===== config.mk =====
export PLATFORM = sky130hd
export DESIGN_NAME = rv32m_muldiv_unit
export DESIGN_NICKNAME = d
export VERILOG_FILES = /design/src/rtl/rv32m_pkg.sv /design/src/rtl/muldiv_iter_core.sv /design/src/rtl/rv32m_muldiv_unit.sv
export SDC_FILE = /design/constraint.sdc
export NUM_CORES = 1
export LEC_CHECK = 0
export ABC_AREA = 1
export CORE_MARGIN = 2
export CORE_UTILIZATION = 50
export CTS_BUF_LIST = sky130_fd_sc_hd__clkbuf_16
export DETAILED_ROUTE_END_ITERATION = 6
export GPL_TIMING_DRIVEN = 0
export HOLD_SLACK_MARGIN = 0.06
export PLACE_DENSITY = 0.79
export SLEW_MARGIN = 20
export SYNTH_ARGS = -nofsm -noshare
export SYNTH_HDL_FRONTEND = slang
export SYNTH_SLANG_ARGS = --single-unit

===== constraint.sdc =====
create_clock -name clk -period 3.72 [get_ports clk]
set_input_delay 0.558 -clock clk [delete_from_list [all_inputs] [get_ports clk]]
set_output_delay 0.558 -clock clk [all_outputs]
set_load 0.05 [all_outputs]

===== src/rtl/rv32m_pkg.sv =====
// Shared constants, state encoding and helpers for the RV32M multiply/divide unit.
package rv32m_pkg;

  localparam int ITER_COUNT = 32;

  localparam logic [31:0] DIV_ZERO_Q = 32'hFFFF_FFFF;
  localparam logic [31:0] INT_MIN    = 32'h8000_0000;

  localparam logic [2:0] OP_MUL    = 3'b000;
  localparam logic [2:0] OP_MULH   = 3'b001;
  localparam logic [2:0] OP_MULHSU = 3'b010;
  localparam logic [2:0] OP_MULHU  = 3'b011;
  localparam logic [2:0] OP_DIV    = 3'b100;
  localparam logic [2:0] OP_DIVU   = 3'b101;
  localparam logic [2:0] OP_REM    = 3'b110;
  localparam logic [2:0] OP_REMU   = 3'b111;

  typedef enum logic [1:0] {
    ST_IDLE = 2'd0,
    ST_CALC = 2'd1,
    ST_DONE = 2'd2
  } state_t;

  function automatic logic [31:0] neg_if(input logic neg, input logic [31:0] v);
    return neg ? (~v + 32'd1) : v;
  endfunction

endpackage


===== src/rtl/muldiv_iter_core.sv =====
// One shift-add (multiply) or restore-subtract (divide) step per enable on {acc, q}.
// After 32 steps: multiply leaves the 64-bit product in {acc, q}; divide leaves remainder in acc, quotient in q.
module muldiv_iter_core (
  input  logic        clk,
  input  logic        rst,
  input  logic        load,
  input  logic        step,
  input  logic        is_div,
  input  logic [31:0] a,
  input  logic [31:0] b,
  output logic [31:0] acc_next,
  output logic [31:0] q_next
);

  logic [31:0] acc;
  logic [31:0] q;
  logic [31:0] opnd;
  logic [32:0] sum;
  logic [32:0] shifted;

  always_comb begin
    sum     = {1'b0, acc} + (q[0] ? {1'b0, opnd} : 33'd0);
    shifted = {acc, q[31]};
    if (is_div) begin
      // Trial result is below the divisor, so the low 32 bits of the difference are exact.
      if (shifted >= {1'b0, opnd}) begin
        acc_next = shifted[31:0] - opnd;
        q_next   = {q[30:0], 1'b1};
      end else begin
        acc_next = shifted[31:0];
        q_next   = {q[30:0], 1'b0};
      end
    end else begin
      acc_next = sum[32:1];
      q_next   = {sum[0], q[31:1]};
    end
  end

  always_ff @(posedge clk or negedge rst) begin
    if (!rst) begin
      acc  <= '0;
      q    <= '0;
      opnd <= '0;
    end else if (load) begin
      acc  <= '0;
      q    <= a;
      opnd <= b;
    end else if (step) begin
      acc  <= acc_next;
      q    <= q_next;
    end
  end

endmodule


===== src/rtl/rv32m_muldiv_unit.sv =====
// Iterative RV32M multiply/divide unit feeding the register-file write port.
// Optional macro MULDIV_FAST_MUL_EN: single-cycle multiplier for MUL/MULH/MULHSU/MULHU.
module rv32m_muldiv_unit
  import rv32m_pkg::*;
#(
  parameter int XLEN = 32
) (
  input  logic            clk,
  input  logic            rst,
  input  logic            start,
  input  logic [2:0]      op,
  input  logic [XLEN-1:0] rs1_val,
  input  logic [XLEN-1:0] rs2_val,
  input  logic [4:0]      rd_in,
  output logic            busy,
  output logic            done,
  output logic [XLEN-1:0] result,
  output logic [4:0]      wb_addr,
  output logic            wb_we,
  output logic [1:0]      dbg_state
);

  // Handshake: start is accepted only when the unit is idle (busy low); a start seen
  // while busy is dropped. done pulses for exactly one cycle with result/wb_addr valid,
  // and both stay stable until the next accepted start.

  state_t      state;
  logic [2:0]  op_r;
  logic        neg_res;
  logic        a_neg_r;
  logic [5:0]  count;

  logic        a_signed, b_signed, a_neg, b_neg;
  logic [31:0] mag_a, mag_b;
  logic        special;
  logic [31:0] special_res;
  logic [31:0] acc_next, q_next;
  logic [63:0] prod;
  logic [31:0] final_res;
  logic        accept;
  logic        core_load;
  logic        core_step;

`ifdef MULDIV_FAST_MUL_EN
  logic [63:0] fast_a, fast_b, fast_prod;
`endif

  assign dbg_state = state;
  assign accept    = (state == ST_IDLE) && start;
  assign core_load = accept && !special;
  assign core_step = (state == ST_CALC);

  always_comb begin
    a_signed    = (op != OP_MULHU) && (op != OP_DIVU) && (op != OP_REMU);
    b_signed    = (op == OP_MUL) || (op == OP_MULH) || (op == OP_DIV) || (op == OP_REM);
    a_neg       = a_signed & rs1_val[31];
    b_neg       = b_signed & rs2_val[31];
    mag_a       = neg_if(a_neg, rs1_val);
    mag_b       = neg_if(b_neg, rs2_val);
    special     = 1'b0;
    special_res = '0;
`ifdef MULDIV_FAST_MUL_EN
    fast_a    = {{32{a_neg}}, rs1_val};
    fast_b    = {{32{b_neg}}, rs2_val};
    fast_prod = fast_a * fast_b;
`endif
    if (op[2]) begin
      if (rs2_val == '0) begin
        special     = 1'b1;
        special_res = op[1] ? rs1_val : DIV_ZERO_Q;
      end else if (!op[0] && rs1_val == INT_MIN && rs2_val == 32'hFFFF_FFFF) begin
        special     = 1'b1;
        special_res = op[1] ? 32'd0 : INT_MIN;
      end
    end
`ifdef MULDIV_FAST_MUL_EN
    else begin
      special     = 1'b1;
      special_res = (op == OP_MUL) ? fast_prod[31:0] : fast_prod[63:32];
    end
`endif
  end

  // Final result is formed from the core's post-step value so it can be registered on the last iteration edge.
  always_comb begin
    prod = {acc_next, q_next};
    if (neg_res) prod = ~prod + 64'd1;
    if (op_r[2]) begin
      final_res = op_r[1] ? neg_if(a_neg_r, acc_next) : neg_if(neg_res, q_next);
    end else begin
      final_res = (op_r == OP_MUL) ? prod[31:0] : prod[63:32];
    end
  end

  muldiv_iter_core u_core (
    .clk      (clk),
    .rst      (rst),
    .load     (core_load),
    .step     (core_step),
    .is_div   (op_r[2]),
    .a        (mag_a),
    .b        (mag_b),
    .acc_next (acc_next),
    .q_next   (q_next)
  );

  always_ff @(posedge clk or negedge rst) begin
    if (!rst) begin
      state   <= ST_IDLE;
      op_r    <= '0;
      neg_res <= 1'b0;
      a_neg_r <= 1'b0;
      count   <= '0;
      busy    <= 1'b0;
      done    <= 1'b0;
      wb_we   <= 1'b0;
      result  <= '0;
      wb_addr <= '0;
    end else begin
      case (state)
        ST_IDLE: begin
          busy  <= 1'b0;
          done  <= 1'b0;
          wb_we <= 1'b0;
          if (accept) begin
            op_r    <= op;
            neg_res <= a_neg ^ b_neg;
            a_neg_r <= a_neg;
            count   <= '0;
            busy    <= 1'b1;
            wb_addr <= rd_in;
            if (special) begin
              state  <= ST_DONE;
              result <= special_res;
              done   <= 1'b1;
              wb_we  <= (rd_in != 5'd0);
            end else begin
              state <= ST_CALC;
            end
          end
        end
        ST_CALC: begin
          count <= count + 6'd1;
          if (count == 6'(ITER_COUNT - 1)) begin
            state  <= ST_DONE;
            result <= final_res;
            done   <= 1'b1;
            wb_we  <= (wb_addr != 5'd0);
          end
        end
        ST_DONE: begin
          state <= ST_IDLE;
          busy  <= 1'b0;
          done  <= 1'b0;
          wb_we <= 1'b0;
        end
        default: begin
          state <= ST_IDLE;
          busy  <= 1'b0;
          done  <= 1'b0;
          wb_we <= 1'b0;
        end
      endcase
    end
  end

endmodule


======== Word level (Yosys, flattened, before mapping) ========
Cells that the tools add are included.
operators by class
  add/sub/neg operators ................... 8
  order comparisons ....................... 1
  equal/unequal tests ..................... 13
  multiplexer cells ....................... 45
  bitwise gates (word level) .............. 8
  reduce and logical (&&, ||, !) cells .... 23
operator list
  kind                                           count
  two-way mux 32 bit                             23
  adder 32 x 1 -> 32 bit, second input constant  4
  NOT 32 bit                                     4
  adder 64 x 1 -> 64 bit, second input constant  1
  == test 32 bit, second input constant          2
  two-way mux 64 bit                             1
  NOT 64 bit                                     1
  one-hot mux 32 bit (2 select lines)            1
  adder 32 x 33 -> 33 bit                        1
  >= comparator 33 x 32 -> 1 bit                 1
  zero test 32 bit                               1
  subtractor 32 bit                              1
  one-hot mux 6 bit (2 select lines)             1
  two-way mux 1 bit                              11
  nonzero test 5 bit                             2
  adder 6 x 1 -> 6 bit, second input constant    1
  == test 3 bit, second input constant           2
  == test 6 x 5 -> 1 bit, second input constant  1
  logical AND 1 bit                              6
  zero test 3 bit                                2
  two-way mux 2 bit                              3
  two-way mux 6 bit                              1
  != test 3 bit, second input constant           2
  one-hot mux 1 bit (2 select lines)             3
  other kinds (14)                               22
storage, ports and cells
  register bits ........................... 149
  output and inout port bits .............. 42
  logic and storage cells ................. 111

======== Logic depth before layout (Yosys ltp) ========
Gate-level depths: netlist of the first run.
  depth after elaboration ................. 10
  mapped depth ............................ 34
  mapped depth without buffers ............ 33

======== Cells and area by module ========
From an unflattened synthesis of the first run, not the netlist that was laid out.
unflattened totals
  cells, all modules ...................... 3237
  area total of the unflattened synthesis .. 18365.1 µm²
by module, submodules not included
  module             times used  cells an instance  area an instance (µm²)  sequential area each (µm²)
  muldiv_iter_core   1           1689               9970.8                  2402.3
  rv32m_muldiv_unit  1           1548               8394.3                  1326.3

======== Worst setup path before layout of the first run ========
Ideal clock, no wire load.
  kind .................................... reg-to-reg
  start point ............................. register u_core.acc[1]
  end point ............................... register result[30]
  data arrival time ....................... 3.531 ns
  data required time ...................... 3.598 ns
  path slack .............................. 0.067 ns
  cell stages (with the launch flop) ...... 34
  period minus slack after synthesis ...... 3.653 ns
  cell sequence ........................... dfrtp_1 > ha_1 > nand2_1 > nand2_1 > nand2_1 > nand2_1 > nand2_1 > nand3_2 > nand2_2 > nand2_2 > nand2_2 > buf_6 > nand3_2 > nand2_2 > ha_1 > inv_1 > nor3_2 > nand2_1 > inv_2 > nand4_2 > nor2_2 > nand3_1 > clkinv_1 > nand2_2 > nor2_4 > nand3_2 > o21ai_2 > nand2_1 > nand2_1 > nand3_1 > nand2_1 > nand2_1 > nand2_1 > a21oi_2
on the way
  cells in the longest elaborated chain, start to end .. 10
ends and longest elaborated chain
  what                                                                 line                                              RTL
  start, declared                                                      muldiv_iter_core.sv:15                            logic [31:0] acc;
  start signal, assigned                                               muldiv_iter_core.sv:49                            acc <= acc_next;
  subtractor 32 bit or >= comparator 33 x 32 -> 1 bit (tied branches)  muldiv_iter_core.sv:27, muldiv_iter_core.sv:26
  two-way mux 32 bit or two-way mux 1 bit (tied branches)              muldiv_iter_core.sv:26                            if (shifted >= {1'b0, opnd}) begin
  two-way mux 32 bit                                                   muldiv_iter_core.sv:24                            if (is_div) begin
  NOT 64 bit or NOT 32 bit (tied branches)                             rv32m_muldiv_unit.sv:87, rv32m_pkg.sv:25
  adder 64 x 1 -> 64 bit or adder 32 x 1 -> 32 bit (tied branches)     rv32m_muldiv_unit.sv:87, rv32m_pkg.sv:25
  two-way mux 64 bit or two-way mux 32 bit (tied branches)             rv32m_muldiv_unit.sv:87, rv32m_pkg.sv:25
  two-way mux 32 bit, on equally long branches                         rv32m_muldiv_unit.sv:91, rv32m_muldiv_unit.sv:89
  two-way mux 32 bit *                                                 rv32m_muldiv_unit.sv:88                           if (op_r[2]) begin
  two-way mux 32 bit *                                                 rv32m_muldiv_unit.sv:144                          if (count == 6'(ITER_COUNT - 1)) begin
  one-hot mux 32 bit (2 select lines) *                                rv32m_muldiv_unit.sv:120                          case (state)
  end signal, assigned                                                 rv32m_muldiv_unit.sv:134                          result <= special_res;
  end signal, assigned                                                 rv32m_muldiv_unit.sv:146                          result <= final_res;
  end, declared                                                        rv32m_muldiv_unit.sv:17                           output logic [XLEN-1:0] result,
Mark *: on every way between the ends. The rest lies on a longest branch, timed or not. The select of a mux whose other input is x is not followed.
A chain may end at the register's enable or synchronous reset.

======== Final worst setup path of the first run ========
  start point ............................. register u_core.opnd[24]
  end point ............................... register result[18]
on the way
  cells in the longest elaborated chain, start to end .. 10
ends and longest elaborated chain
  what                                                              line                                              RTL
  start, declared                                                   muldiv_iter_core.sv:17                            logic [31:0] opnd;
  start signal, assigned                                            muldiv_iter_core.sv:43                            opnd <= '0;
  start signal, assigned                                            muldiv_iter_core.sv:47                            opnd <= b;
  >= comparator 33 x 32 -> 1 bit *                                  muldiv_iter_core.sv:26
  two-way mux 1 bit or two-way mux 32 bit (tied branches)           muldiv_iter_core.sv:26
  two-way mux 32 bit                                                muldiv_iter_core.sv:24
  NOT 64 bit or NOT 32 bit (tied branches)                          rv32m_muldiv_unit.sv:87, rv32m_pkg.sv:25
  adder 64 x 1 -> 64 bit or adder 32 x 1 -> 32 bit (tied branches)  rv32m_muldiv_unit.sv:87, rv32m_pkg.sv:25
  two-way mux 64 bit or two-way mux 32 bit (tied branches)          rv32m_muldiv_unit.sv:87, rv32m_pkg.sv:25
  two-way mux 32 bit, on equally long branches                      rv32m_muldiv_unit.sv:91, rv32m_muldiv_unit.sv:89
  two-way mux 32 bit *                                              rv32m_muldiv_unit.sv:88
  two-way mux 32 bit *                                              rv32m_muldiv_unit.sv:144
  one-hot mux 32 bit (2 select lines) *                             rv32m_muldiv_unit.sv:120
Marked as above.

==> metrics.txt, run 1 <==
CTS root buf=clkbuf_16; synthesized area per cell=a little under 6 um2; Largest delay share family, worst path=simple AND/OR/NAND/NOR gates; Worst-Skew Late Latency=0.45 ns; crit share post-route=1.15; die width=a little under 200 um; failing checks=DRC, setup timing; post-synth top area share=0.207; routability cong.=1.03; crit-path most repeated cell=nand2_2; Setup Skew=roughly 0.013 ns; worst hold path type=reg -> reg; Slowest cell on crit path=dfrtp_2; number of synthesized flops with an enable pin=0; Finished Layout Cells=3799; Area contributors post-synth=dfrtp_1, nand2_1, inv_1; unrepaired setup endpoints after global routing=yes; PwrDens=287 nW/um2; multi-input logic area=13700 um2; clk slew on worst S/H paths=0.06 ns; number of synthesis warnings=0; Clock Path Buffers=2; largest net degree at the start of global routing=98; ys flop type=dfrtp_1; row cnt=69; Yosys reg bits=149; Vias/cell=roughly 6.1; Die Y=194 um; DRC viols=10; worst slew pin tran=approximately 1.1 ns; Net count, final=3467; I/O Pins=117; Post-Layout Inst Area=between 20000 and 25000 um2; Yosys top cell by area=dfrtp_1; layout cells sized above 1=0.203; final hold violations=0; post-detailed-route count of antenna-violating nets=0; critical path class=reg -> reg; vias in the first global route=21200; DP HPWL=around 66000 um; outcome=complete, but fails checks; DP Area=19800 um2; CP peak stage delay=0.49 ns; H-tree Lvls=4; WL/cell=22.7 um; Mapped Cells=3079; initial antenna violation count=7; GRT overflow=0; overall fraction of global-route tracks in use=0.446; max_cap viols=0; CTS tree=yes; post-synthesis sequential area ratio=0.207; Num Clock Sinks=149; setup_tns=-9.32 ns; initial DRC count=3043; Final Critical Period=4.29 ns; fill cell count=3264; synthesis-to-layout area growth=27.6%; Post-Synthesis Cell Area=between 15000 and 20000 um2; initial core utilization=0.507; leakage=0.0113 uW; DRT Pass-1 Iters=7; Req. time, crit path=4.05 ns; kind of end point of the critical path=register; Register Area=3780 um2; Synth cell types=55; ys async rst share=1.00; Worst Path Max Fanout=4; Slew headroom=0.235; peak supply drop=0.000398 V; syn nets=3226; startpoint types=register; CTS Buf Count=17; CP bufs+invs=9; FMAX=233 MHz; WL final=approximately 86000 um; final setup vio count=27; post-route setup slack=-0.565 ns; die area=37500 um2; wire length of the first global-routing pass=128000 um; vias post-DR=about 23000; Worst EP arrival=4.62 ns; dpl cells=3657; Final Max Slew Viols=0; core area=~35000 um2; I/O Buffers=116
-- cells in the mapped netlist (20+ instances only) --
cell type,number
ha_1,70
a21oi_1,149
o21ai_0,169
xnor2_1,21
nand2_1,951
o22ai_1,24
dfrtp_1,149
nor2_1,285
nand3_2,20
xor2_1,84
nand4_1,41
nand3_1,265
clkbuf_1,65
nor2_2,21
inv_2,23
nor3_1,38
nand2_2,28
inv_1,432
-- timing repair --
item | CTS | global route
hold buffers | 1 | 0
pin swaps | 76 | 64
endpoints found under the hold margin | 21 | 0
setup buffers | 67 | 40
resized for setup | 307 | 175
endpoints found under the setup margin | 79 | 110
-- per-layer routing --
layer,share of wire,up-vias,global-route usage,wire [um]
li1,-,10400,-,-
met4,0.050,6,0.182,4340
met5,0.0011,-,0.0128,95
met1,0.41,10600,0.624,35200
met3,0.15,344,0.145,12800
met2,0.39,1717,0.630,33900
-- where the power goes --
group / total (uW) / switching (uW) / internal (uW)
logic: 3060 / 2080 / 979
clock network: 1710 / 844 / 870
registers: 1810 / 102 / 1710
total: 6590 / 3030 / 3550
-- kinds of logic after synthesis --
kind of cell    share of synthesized area
compound gates                      0.144
buf+inv                             0.127
xor+xnor                           0.0511
flops                               0.207
fa+ha+maj                          0.0509
simple gates                        0.420
-- worst min-delay path, cell delays in order, from the launching register on --
cell,delay [ns]
dfrtp_1,0.35
nand2_1,0.06
nand2_1,0.05
-- state kept, by name, indices dropped and copies added, names as in the netlist --
register / flops
count: 6
dbg_state: 2
wb_addr: 5
u_core.opnd: 32
wb_we: 1
op_r: 3
a_neg_r: 1
neg_res: 1
busy: 1
done: 1
u_core.q: 32
result: 32
u_core.acc: 32
-- stage by stage --
stage	utilization	worst slack [ns]	hold slack, ns	total power [uW]
6_report	0.647	-0.565	0.495	6590
5_1_grt	0.647	-0.722	0.548	6800
4_1_cts	0.623	-0.342	0.494	6230
3_5_place_dp	0.557	-1.43	0.471	4240
3_3_place_gp	0.556	-3.94	0.461	4210
2_1_floorplan	-	0.0675	0.262	3320
-- final cells by class --
type,count,share of cell area
Antenna cell,5,0.000545
Buffer,109,0.0260
Clock buffer,17,0.0185
Clock inverter,15,0.00523
Inverter,459,0.0756
Multi-Input combinational cell,2359,0.594
Sequential cell,149,0.164
Tap cell,461,0.0251
Timing Repair Buffer,225,0.0903
-- worst paths after layout --
check                                start              end  slack, ns  cells after the start
hold / removal                        busy             busy       0.49                      2
setup / recovery           u_core.opnd[24]       result[18]      -0.57                     36
hold reg to reg                       busy             busy       0.49                      2
max in group asynchronous              rst  u_core.opnd[26]       2.20                      3
setup reg to reg           u_core.opnd[24]       result[18]      -0.57                     36
min in group asynchronous              rst     u_core.q[20]       0.61                      2
-- cell usage in the layout, fill, tap and decap left out, types with 26 or more instances in the layout --
cell type          n
nor2_2            32
nand2_1          840
nor3_1            33
o21ai_0          153
clkdlybuf4s50_1  115
a21oi_1          117
buf_4             99
nand4_1           41
xor2_1            78
nor2_1           256
ha_1              27
nand3_1          234
inv_1            395
dfrtp_2           39
nand2_2          115
a21oi_2           35
clkbuf_1          55
ha_4              34
dfrtp_1          110
inv_2             59
nand3_2           32
nor2_4            26
Note: power is estimated with default switching activity, not from simulation.
==> run 2, diff against run 1 <==
--- a/config.mk
+++ b/config.mk
@@ -7,12 +7,12 @@
 export LEC_CHECK = 0
 export ABC_AREA = 1
 export CORE_MARGIN = 2
-export CORE_UTILIZATION = 50
+export CORE_UTILIZATION = 40
 export CTS_BUF_LIST = sky130_fd_sc_hd__clkbuf_16
 export DETAILED_ROUTE_END_ITERATION = 6
 export GPL_TIMING_DRIVEN = 0
 export HOLD_SLACK_MARGIN = 0.06
-export PLACE_DENSITY = 0.79
+export PLACE_DENSITY = 0.67
 export SLEW_MARGIN = 20
 export SYNTH_ARGS = -nofsm -noshare
 export SYNTH_HDL_FRONTEND = slang
==> run 2 against run 1 <==
The run still ends with DRC, setup timing left. Via count decreased by 2.9%. Sequential cell count is the same. Register-to-register slack improved by 0.15 ns. Core utilization down 10 points. Wire length fell by 3.7%. Critical path type unchanged. Critical endpoint unchanged. Highest routed layer is now met4.
==> metrics.txt, run 2 (synthesis gave the netlist of run 1 again) <==
Critical R2R Launch=u_core.opnd[24]; max_cap viols=0; layout cells sized above 1=0.242; dpl ws=-1.43 ns; vias post-DR=~22000; diode count=0; final hold violations=0; I/O Pins=117; Clock Path Buffers=2; setup_tns=-4.42 ns; initial DRC count=2437; Design Power=6670 uW; Hold WS=between 0.06 and 0.07 ns; Slowest cell on crit path=dfrtp_2; core area=44300 um2; most frequent cells in the layout=nand2_1, inv_1, nor2_1; DRC viols=2; DP HPWL=roughly 63000 um; H-tree Lvls=4; final setup vio count=20; Worst R2R Path Depth=34; worst slew pin tran=1.27 ns; outcome=complete, but fails checks; crit share post-route=1.11; synthesis-to-layout area growth=33.5%; Slew headroom=0.153; kind of end point of the critical path=register; Final Max Slew Viols=0; Post-Layout Inst Area=24000 um2; unrepaired setup endpoints after global routing=yes; Req. time, crit path=4.06 ns; CTS tree=yes; clk slew on worst S/H paths=0.07 ns; critical path class=reg -> reg; most common cell after layout, fill and taps aside=nand2_1; CP peak stage delay=0.49 ns; failing checks=DRC, setup timing; initial antenna violation count=0; Die Y=216 um; CTS Buf Count=17; initial core utilization=0.406; overall fraction of global-route tracks in use=0.343; die width=around 220 um; Setup Skew=0.0208 ns; post-route setup slack=-0.413 ns; row cnt=77; Crit. Startpoint=u_core.opnd[24]; post-detailed-route count of antenna-violating nets=0; wire length of the first global-routing pass=122000 um; largest net degree at the start of global routing=78; peak supply drop=0.000409 V; FMAX=242 MHz; crit-path most repeated cell=nand2_2; worst hold path type=in -> async; Final Critical Period=4.13 ns; leakage=0.0116 uW; die area=between 40000 and 50000 um2; Num Clock Sinks=149; GRT overflow=0; I/O Buffers=~120; PwrDens=277 nW/um2; Net count, final=3493; Worst-Skew Late Latency=between 0.4 and 0.5 ns; startpoint types=register; DP Area=19900 um2; Vias/cell=~5.7; WL final=83200 um; vias in the first global route=20400; CTS Hold Buffers Added=0; WL/cell=21.0 um; CTS root buf=clkbuf_16; Worst EP arrival=roughly 4.5 ns; Worst Path Max Fanout=4; DRT Pass-1 Iters=7; routability cong.=1.02
[run 2: cell count changes in the layout (fill, tap and decap cells not counted), moves of 18 or more]
cell,previous run,this run
nand2_1,840,802
nor2_1,256,227
buf_4,99,123
nand2_4,24,46
nand3_2,32,50
nor2_4,26,44
[run 2: report_power, final]
| group | leakage, uW | internal, uW | switching [uW] |
|---|---|---|---|
| clock network | 0.000288 | 994 | 800 |
| registers | 0.00180 | 1710 | 99.9 |
| logic | 0.00951 | 1040 | 2030 |
| total | 0.0116 | 3740 | 2930 |
[run 2: metrics by stage]
step	util	cells
floorplan	-	3079
detailed placement	0.450	3788
global placement	0.449	3787
finish	0.542	3951
global route	0.542	3951
CTS	0.507	3907
[run 2: final timing paths]
| path | end | slack [ns] |
|---|---|---|
| max | result[18] | -0.41 |
| min in group clk | busy | 0.48 |
| max in group asynchronous | u_core.opnd[18] | 2.75 |
| min reg2reg | busy | 0.48 |
| min | u_core.acc[30] | 0.07 |
| max reg2reg | result[18] | -0.41 |
[run 2: area by class of cell]
type	count	area, um2
plain buffers	108	609
clock buffers	17	425
clock inverters	15	155
fillers	4522	20300
inverters	459	1740
multi-input cells	2359	14300
flip-flops and latches	149	3770
well taps	592	741
repair buffers	252	2280
[run 2: metal layers]
layer  global-route usage  vias up  share of wire
li1                     -    10400              -
met1                0.470    10500           0.42
met2                0.528     1211           0.43
met3               0.0742      230           0.11
met4                0.130        0          0.046
met5                    0        -              0
[run 2: repair_timing]
action,CTS,global route
endpoints found under the setup margin,72,63
buffers inserted,99,48
pin swaps,102,118
endpoints found under the hold margin,0,0
gates resized for setup,314,359
cloned,0,0
[run 2: critical path: cells and delay by family (launching register included)]
family	cells	cell delay (ns)
and+or+nand+nor	23	2.34
AOI/OAI and AO/OA	2	0.21
buffers and inverters	7	0.56
DFF	1	0.49
adders and majority gates	2	0.38
